==> src/rtl/dual_edge_rate_meter.sv <==
// Edge-rate meter: unwraps a 4-bit wrapping edge count into per-window totals
// and posts one snapshot per window (or flushed partial window) to a valid/ready sink.
module dual_edge_rate_meter #(
   parameter int ACC_W = 16,
   parameter int WIN_W = 8
) (
   input  logic             clk,
   input  logic             rst,
   input  logic             en,
   input  logic [WIN_W-1:0] win_len,
   input  logic [3:0]       cnt_in,
   output logic [ACC_W-1:0] snap_data,
   output logic             snap_partial,
   output logic             snap_valid,
   input  logic             snap_ready,
   output logic [7:0]       drop_cnt,
   output logic             busy
);

   localparam logic [1:0] IDLE  = 2'd0;
   localparam logic [1:0] COUNT = 2'd1;
   localparam logic [1:0] FLUSH = 2'd2;

   localparam logic [WIN_W-1:0] WIN_ONE = {{(WIN_W-1){1'b0}}, 1'b1};

   logic [1:0]       state;
   logic [ACC_W-1:0] acc;
   logic [ACC_W-1:0] acc_next;
   logic [WIN_W-1:0] win_cnt;
   logic [3:0]       cnt_prev;
   logic [3:0]       delta;
   logic [ACC_W:0]   sum;
   logic             post;
   logic [ACC_W-1:0] post_data;
   logic             post_partial;

   // Modulo-16 difference unwraps the counter: 14 -> 0 gives 2.
   assign delta    = cnt_in - cnt_prev;
   assign sum      = {1'b0, acc} + {{(ACC_W-3){1'b0}}, delta};
   assign acc_next = sum[ACC_W] ? '1 : sum[ACC_W-1:0];
   assign busy     = (state != IDLE);

   always_comb begin
      post         = 1'b0;
      post_data    = acc;
      post_partial = 1'b0;
      if (state == COUNT && en && win_cnt == '0) begin
         post      = 1'b1;
         post_data = acc_next;
      end else if (state == FLUSH) begin
         post         = 1'b1;
         post_partial = 1'b1;
      end
   end

   always_ff @(posedge clk or posedge rst) begin
      if (rst) begin
         state    <= IDLE;
         acc      <= '0;
         win_cnt  <= '0;
         cnt_prev <= '0;
      end else begin
         cnt_prev <= cnt_in;
         case (state)
            IDLE: begin
               acc <= '0;
               if (en) begin
                  state   <= COUNT;
                  win_cnt <= win_len;
               end
            end
            COUNT: begin
               if (en) begin
                  if (win_cnt != '0) begin
                     acc     <= acc_next;
                     win_cnt <= win_cnt - WIN_ONE;
                  end else begin
                     acc     <= '0;
                     win_cnt <= win_len;
                  end
               end else begin
                  state <= FLUSH;
               end
            end
            FLUSH: begin
               acc   <= '0;
               state <= IDLE;
            end
            default: begin
               acc   <= '0;
               state <= IDLE;
            end
         endcase
      end
   end

   // A held, unaccepted snapshot wins; the newcomer is dropped and counted.
   always_ff @(posedge clk or posedge rst) begin
      if (rst) begin
         snap_data    <= '0;
         snap_partial <= 1'b0;
         snap_valid   <= 1'b0;
         drop_cnt     <= '0;
      end else if (post) begin
         if (!snap_valid || snap_ready) begin
            snap_data    <= post_data;
            snap_partial <= post_partial;
            snap_valid   <= 1'b1;
         end else if (drop_cnt != 8'hFF) begin
            drop_cnt <= drop_cnt + 8'd1;
         end
      end else if (snap_valid && snap_ready) begin
         snap_valid <= 1'b0;
      end
   end

endmodule

==> config.mk <==
export PLATFORM = sky130hd
export DESIGN_NAME = dual_edge_rate_meter
export DESIGN_NICKNAME = d
export VERILOG_FILES = /design/src/rtl/dual_edge_rate_meter.sv
export SDC_FILE = /design/constraint.sdc
export NUM_CORES = 1
export LEC_CHECK = 0
export ABC_CLOCK_PERIOD_IN_PS = 2690
export CELL_PAD_IN_SITES_DETAIL_PLACEMENT = 2
export CELL_PAD_IN_SITES_GLOBAL_PLACEMENT = 2
export CORE_MARGIN = 2
export CORE_UTILIZATION = 31
export CTS_CLUSTER_SIZE = 12
export DETAILED_ROUTE_END_ITERATION = 8
export GPL_TIMING_DRIVEN = 1
export PLACE_DENSITY_LB_ADDON = 0.1
export SYNTH_ARGS = -nofsm -noshare
export SYNTH_HDL_FRONTEND = slang
export SYNTH_SLANG_ARGS = --single-unit
export TNS_END_PERCENT = 20
==> constraint.sdc <==
create_clock -name clk -period 2.69 [get_ports clk]
set_input_delay 0.269 -clock clk [delete_from_list [all_inputs] [get_ports clk]]
set_output_delay 0.269 -clock clk [all_outputs]
set_load 0.01 [all_outputs]
==> results.md, run 1 <==
* Main synth FF type: dfrtp_1
* Synth area leader: dfrtp_1
* Fin. Hold Viols at 0
* Via Count at 2906
* Area added between synthesis and finish at 35.34%
* Setup TNS at -0.01477 ns
* H-tree lvl count at 2
* HP Start: cnt_in[0]
* Clock Tree Root: clkbuf_8
* CP Data Arrival Time at 2.97 ns
* Synth Area in Simple Gates at 16.41%
* Clk sinks at 56
* Met1 GRT Util at 25.65%
* Top cells by instance count after synthesis: dfrtp_1 (56), o21ai_0 (48), nand2_1 (34), inv_1 (26), a21oi_1 (23)
* Cell Pwr Density at 484.2 mW/mm^2
* Final Instance Count excl. Fillers at 541
* Number of synthesized flops with an enable pin at 0
* Crit path cell chain: inv_2 > ha_4 > a21o_1 > a21oi_2 > xnor2_2 > ha_1 > buf_6 > nand3_4 > o22a_4 > o41a_1 > a311oi_2 > a21o_1
* CTS Buffer Depth at 2
* Tcrit/Tclk final at 100.5%
* Slowest stage cell on the critical path: dfrtp_1
* Most common cell on crit path: a21o_1
* Worst hold path class: in2reg
* Seq/Total Area, Yosys at 44.08%
* Dpl hpwl at 7.234 mm
* CP peak stage delay at 0.39 ns
* Final setup margin at -0.01477 ns
* VDD IR max at 258.4 uV
* Status: finished, violations left
* Critical path class: reg2reg
* Busiest grt layer: met2
* Worst R2R Setup Slack at -0.01 ns
* Drt total wl at 10.19 mm
* PnR Total Power at 2.084 mW
* Setup violators final at 1
* Main combinational cell family by area after synthesis: compound AO/OA/AOI/OAI gates
* Warnings from Yosys at 0
* FF+latch count, synth at 56
* Grt met2 use at 32.35%
* Syn Nets at 373
* RSZ-0062 raised after global routing: true
* Synth area leaders: dfrtp_1 (44%), o21ai_0 (7.6%), nand2_1 (4.0%)
* Setup crit end kind: register
* Num ports at 43
* DRC at 0
* Nets at 435
* Core outline area at 0.009864 mm^2
* Met3 Track Usage GR at 2.845%
* Leakage power at 1.828 nW
* Hold-fix buffers, CTS at 0
* Hold path depth at 1
* Max Cap Viol at 0
* N_diodes at 0
* Synth Area in Adders at 5.195%
* Reg2Reg Launch Point: cnt_prev[1]
* Placed cells at 530
* Fmax at 369.7 MHz
* Failing checks: negative setup slack
* First-pass GRT wire length at 16.82 mm
* Worst Hold End: cnt_prev[0]
* Initial antenna violation count at 0
* CTS tree: yes
* Setup Skew at 0.008594 ns
* Number of placement rows at 36
* Synth Area in Compound Gates at 25.30%
* DIE HEIGHT at 105.3 um
* FFs w/ async S/R, synth at 100.0%
* Maximum fanout along the worst path at 4
* CP required at 2.96 ns
* CTS clock-pin slew for the worst setup and hold paths at 0.11 ns
* Number of buffers created by CTS at 5
* Die ar. at 0.01108 mm^2
* Worst setup SP type: register
* Post-synthesis mux area share at 0.3542%
* Synth Area in XOR/XNOR at 3.306%
* Worst-Skew Late Latency at 0.32 ns
* Slew HR at 53.60%
* RePlAce Congestion at 0.8397
* Post-synth cell types at 54
* Worst Reg-to-Reg Cells at 12
* Die Wd at 105.3 um
* Largest net degree at the start of global routing at 26
* Most numerous cell in the Yosys netlist: dfrtp_1
* Post-Synthesis Cell Area at 0.003179 mm^2
* Fin. max-slew vios at 0
* Fin crit period at 2.705 ns
* Worst reg2reg path endpoint: snap_data[15]
* Cells after Synth at 345
* Vias/cell at 5.372
* Grt ovf at 0
* Hold WS at 0.1970 ns
* DR iter-0 viols at 94
* Initial Utilization at 32.23%
* I/O Buffers at 42
* Total GRT Usage at 18.95%
* Post-synth top area share at 44.08%
* Post-Syn Area per Cell at 9.215 um^2
* Share of layout cells above drive strength 1 at 21.81%
* Worst Tran Pin Value at 0.6934 ns
* Routed Antenna Nets at 0
* 1st-pass router iterations at 4
* Wire per inst at 18.83 um
* Vias in the first global route at 3190
[registers in the layout, indices dropped and copies added (netlist names)]
signal and count:
drop_cnt 8, snap_partial 1, state 2, acc 16, snap_valid 1, win_cnt 8
snap_data 16, cnt_prev 4
[worst max-delay path, delay by kind of cell (launching register included)]
kind / cells / cell delay, ns
xor+xnor: 1 / 0.09
simple gates: 1 / 0.08
buf+inv: 2 / 0.22
flops: 1 / 0.39
fa+ha+maj: 2 / 0.51
compound gates: 6 / 1.37
[through the flow]
step	cell area, um^2	setup WS, ns	util, %
2_1_floorplan	3179	0.07994	-
3_3_place_gp	3901	-0.4737	39.55
3_5_place_dp	3901	-0.5777	39.55
4_1_cts	4158	-0.06021	42.15
5_1_grt	4303	-0.1367	43.62
6_report	4303	-0.01477	43.62
[logic make-up (layout without fill, tap and decap cells)]
family                     count (synthesis)  count (layout)
muxes                                      1               1
AOI/OAI and AO/OA                        127             127
buffers and inverters                     42             105
xor gates and xnor gates                  12              12
and+or+nand+nor                           95              95
DFF                                       56              56
adders and majority gates                 12              12
[power breakdown]
part	leakage [nW]	total [mW]	internal [mW]	switching, mW
clock	0.0583	0.585	0.281	0.303
combinational	1.03	0.520	0.248	0.272
sequential	0.741	0.979	0.906	0.0728
total	1.83	2.08	1.44	0.648
[per-layer routing]
metal	wire, um	vias up
met1	4716	1495
met4	62	0
met3	241	4
met5	0	-
met2	5165	41
li1	-	1366
[final cells by class]
type | instances | area, um^2
repair buffers | 71 | 685.7
multi-input cells | 247 | 1836
well taps | 133 | 166.4
flip-flops and latches | 56 | 1401
fillers | 1035 | 5562
clock inverters | 3 | 47.55
inverters | 26 | 97.59
clock buffers | 5 | 68.82
[how the worst max path moves through the flow]
stage                      startpoint            end  cells after the start
after detailed placement    cnt_in[1]  snap_data[15]                     12
final                     cnt_prev[1]  snap_data[15]                     12
after global placement      cnt_in[1]        acc[15]                     12
after global routing      cnt_prev[1]  snap_data[15]                     12
after floorplan             cnt_in[0]  snap_data[14]                     12
after CTS                 cnt_prev[0]        acc[15]                     12
[what timing repair did]
action	in CTS	in global routing
resized for setup	36	39
endpoints found under the setup margin	30	31
buffers inserted	1	1
endpoints found under the hold margin	0	0
pin swaps	13	21
gates cloned	1	0
[cells in the final DEF, fill, tap and decap left out, types with 6 or more instances in the layout]
master | Yosys | routed
buf_4 | 1 | 19
buf_6 | 0 | 8
and3_1 | 10 | 6
o21ai_0 | 48 | 33
o21ai_1 | 0 | 13
nor2_1 | 10 | 9
clkdlybuf4s50_1 | 0 | 40
nand2_1 | 34 | 34
nand2b_1 | 6 | 6
dfrtp_1 | 56 | 56
a21o_1 | 11 | 11
xnor2_1 | 9 | 8
inv_1 | 26 | 22
a21oi_2 | 1 | 8
a21oi_1 | 23 | 16
nand4_1 | 6 | 6
nand3_1 | 10 | 7
ha_1 | 10 | 7
(Power assumes the default switching activity.)
==> inputs of run 2 (changes only) <==
CTS_CLUSTER_SIZE = not set   (was 12)
==> results of run 2 <==
No change in the layout: final DEF, timing and power equal those of run 1.
==> inputs of run 3 (changes only) <==
CORE_MARGIN = not set   (was 2)
==> run 3 against run 2 <==
Compared with the run above:
- the flow now finishes without violations
- first-iteration DRC count shrank 47%
- final cell count grew 1.7%
- wire length grew 1.5%
- hold slack lost 0.0062 ns
- sequential power is essentially flat
- critical path type unchanged
- highest routed layer unchanged
- final area grew 1.9%
- die area shrank 3.8%
- sequential share of layout area shrank 0.60 points
- register-to-register slack gained 0.02 ns
- non-clock buffer count grew 9
- maximum frequency grew 0.77%
- count of clock-buffer cells in the layout grew 2
==> results.md, run 3 (synthesis results as in run 1) <==
* Number of buffers created by CTS at 5
* Final Instance Count excl. Fillers at 550
* Most common cell on crit path: buf_4
* First-pass GRT wire length at 16.63 mm
* CTS clock-pin slew for the worst setup and hold paths at 0.11 ns
* Critical path class: reg2reg
* Initial Utilization at 32.23%
* PnR Total Power at 2.180 mW
* Drt total wl at 10.34 mm
* Nets at 444
* Fin area at 0.004384 mm^2
* Slowest stage cell on the critical path: dfrtp_1
* Worst hold path class: in2reg
* Vias/cell at 5.360
* 1st-pass router iterations at 4
* Hold-fix buffers, CTS at 0
* Status: finished, final reports clean
* Dpl hpwl at 7.292 mm
* Hold WS at 0.1909 ns
* DRC at 0
* Grt ovf at 0
* Crit path cell chain: ha_2 > inv_2 > fa_2 > xor2_2 > ha_1 > buf_4 > buf_4 > nand3_2 > o22a_2 > buf_4 > nor2_4 > o21ai_0 > a22o_1
* DIE HEIGHT at 103.3 um
* CP required at 2.91 ns
* Placed cells at 534
* Commonest non-fill, non-tap cell in the layout: dfrtp_1
* N_diodes at 0
* Setup crit end kind: register
* Die Wd at 103.3 um
* Total GRT Usage at 20.70%
* H-tree lvl count at 2
* WL met2 at 5.127 mm
* Buf/Inv on CP at 4
* Post-place setup slack at -0.5258 ns
* Tcrit/Tclk final at 99.78%
* Final setup margin at 0.005819 ns
* Fin. Hold Viols at 0
* Area added between synthesis and finish at 37.90%
* Highest metal used: met4
* Clk sinks at 56
* Routed Antenna Nets at 0
* Core outline area at 0.009864 mm^2
* Fmax at 372.6 MHz
* Number of placement rows at 36
* CP peak stage delay at 0.35 ns
* Die ar. at 0.01066 mm^2
* Setup Skew at 0.01202 ns
* Share of layout cells above drive strength 1 at 22.30%
* RSZ-0062 raised after global routing: true
* Setup violators final at 0
* Regs by FF count: acc x16, snap_data x16
* VDD IR max at 232.9 uV
* Fin util at 44.44%
* Vias in the first global route at 3120
* Wire per inst at 18.80 um
* Maximum fanout along the worst path at 3
* Most frequent cells in the layout: dfrtp_1 (56), clkdlybuf4s50_1 (40), o21ai_0 (36), nand2_1 (34), buf_4 (27)
* Via Count at 2948
* CTS tree: yes
* CP Data Arrival Time at 2.90 ns
* Initial antenna violation count at 0
* CTS Buffer Depth at 2
* Max Cap Viol at 0
* Met3 wire len at 163 um
* DR iter-0 viols at 50
* I/O Buffers at 42
* Leakage power at 1.901 nW
* Fin crit period at 2.684 ns
* Post-DP Area at 0.003944 mm^2
* Worst-Skew Late Latency at 0.32 ns
* Worst Tran Pin Value at 0.7408 ns
* Num ports at 43
* Cell Pwr Density at 497.2 mW/mm^2
* Setup TNS at 0 ns
* Slew HR at 50.43%
* M1 wire length at 4.952 mm
* Fin. max-slew vios at 0
* Largest net degree at the start of global routing at 26
* Worst setup SP type: register
* Delay-heaviest family, CP: adder cells
* RePlAce Congestion at 0.8629
* Clock Tree Root: clkbuf_8
[run 3: cell types whose count changed in the layout (fill, tap and decap cells not counted), moves of 2 or more]
cell	previous run	this run
clkinv_4	2	0
a311oi_1	0	3
a21oi_1	16	19
a21oi_2	8	4
a311oi_2	3	0
o21ai_0	33	36
o31ai_2	3	1
buf_4	19	27
clkbuf_8	5	7
o21ai_1	13	9
[run 3: routing by layer]
metal	up-vias	global-route usage, %
met5	-	0
met2	34	36.00
met3	7	2.823
met1	1526	26.92
li1	1381	-
met4	0	5.742
[run 3: cell type report]
| cell class | count | area [um^2] |
|---|---|---|
| Tap cell | 133 | 166.4 |
| Inverter | 26 | 97.59 |
| Fill cell | 1071 | 5480 |
| Clock buffer | 7 | 96.34 |
| Multi-Input combinational cell | 247 | 1834 |
| Clock inverter | 1 | 30.03 |
| Timing Repair Buffer | 80 | 758.2 |
| Sequential cell | 56 | 1401 |
[run 3: final timing paths]
path | cells after the start | end | slack, ns | from
hold reg to reg | 2 | snap_data[4] | 0.49 | snap_data[4]
setup / recovery | 13 | acc[13] | 0.006 | cnt_prev[0]
min in group asynchronous | 2 | win_cnt[0] | 0.24 | rst
max in group asynchronous | 3 | snap_data[5] | 1.85 | rst
hold / removal | 1 | cnt_prev[0] | 0.19 | cnt_in[0]
setup reg to reg | 13 | acc[13] | 0.006 | cnt_prev[0]
[run 3: power by group]
| group | internal, mW | switching, mW | leakage [nW] | total [mW] |
|---|---|---|---|---|
| logic | 0.283 | 0.286 | 1.09 | 0.569 |
| registers | 0.906 | 0.0738 | 0.741 | 0.980 |
| clock network | 0.329 | 0.301 | 0.0645 | 0.630 |
| total | 1.52 | 0.661 | 1.90 | 2.18 |
[run 3: timing repair]
| item | in CTS | in global routing |
|---|---|---|
| setup endpoints to repair | 30 | 32 |
| cloned | 0 | 1 |
| setup buffers | 8 | 0 |
| pin swaps | 12 | 15 |
| resized for setup | 35 | 36 |
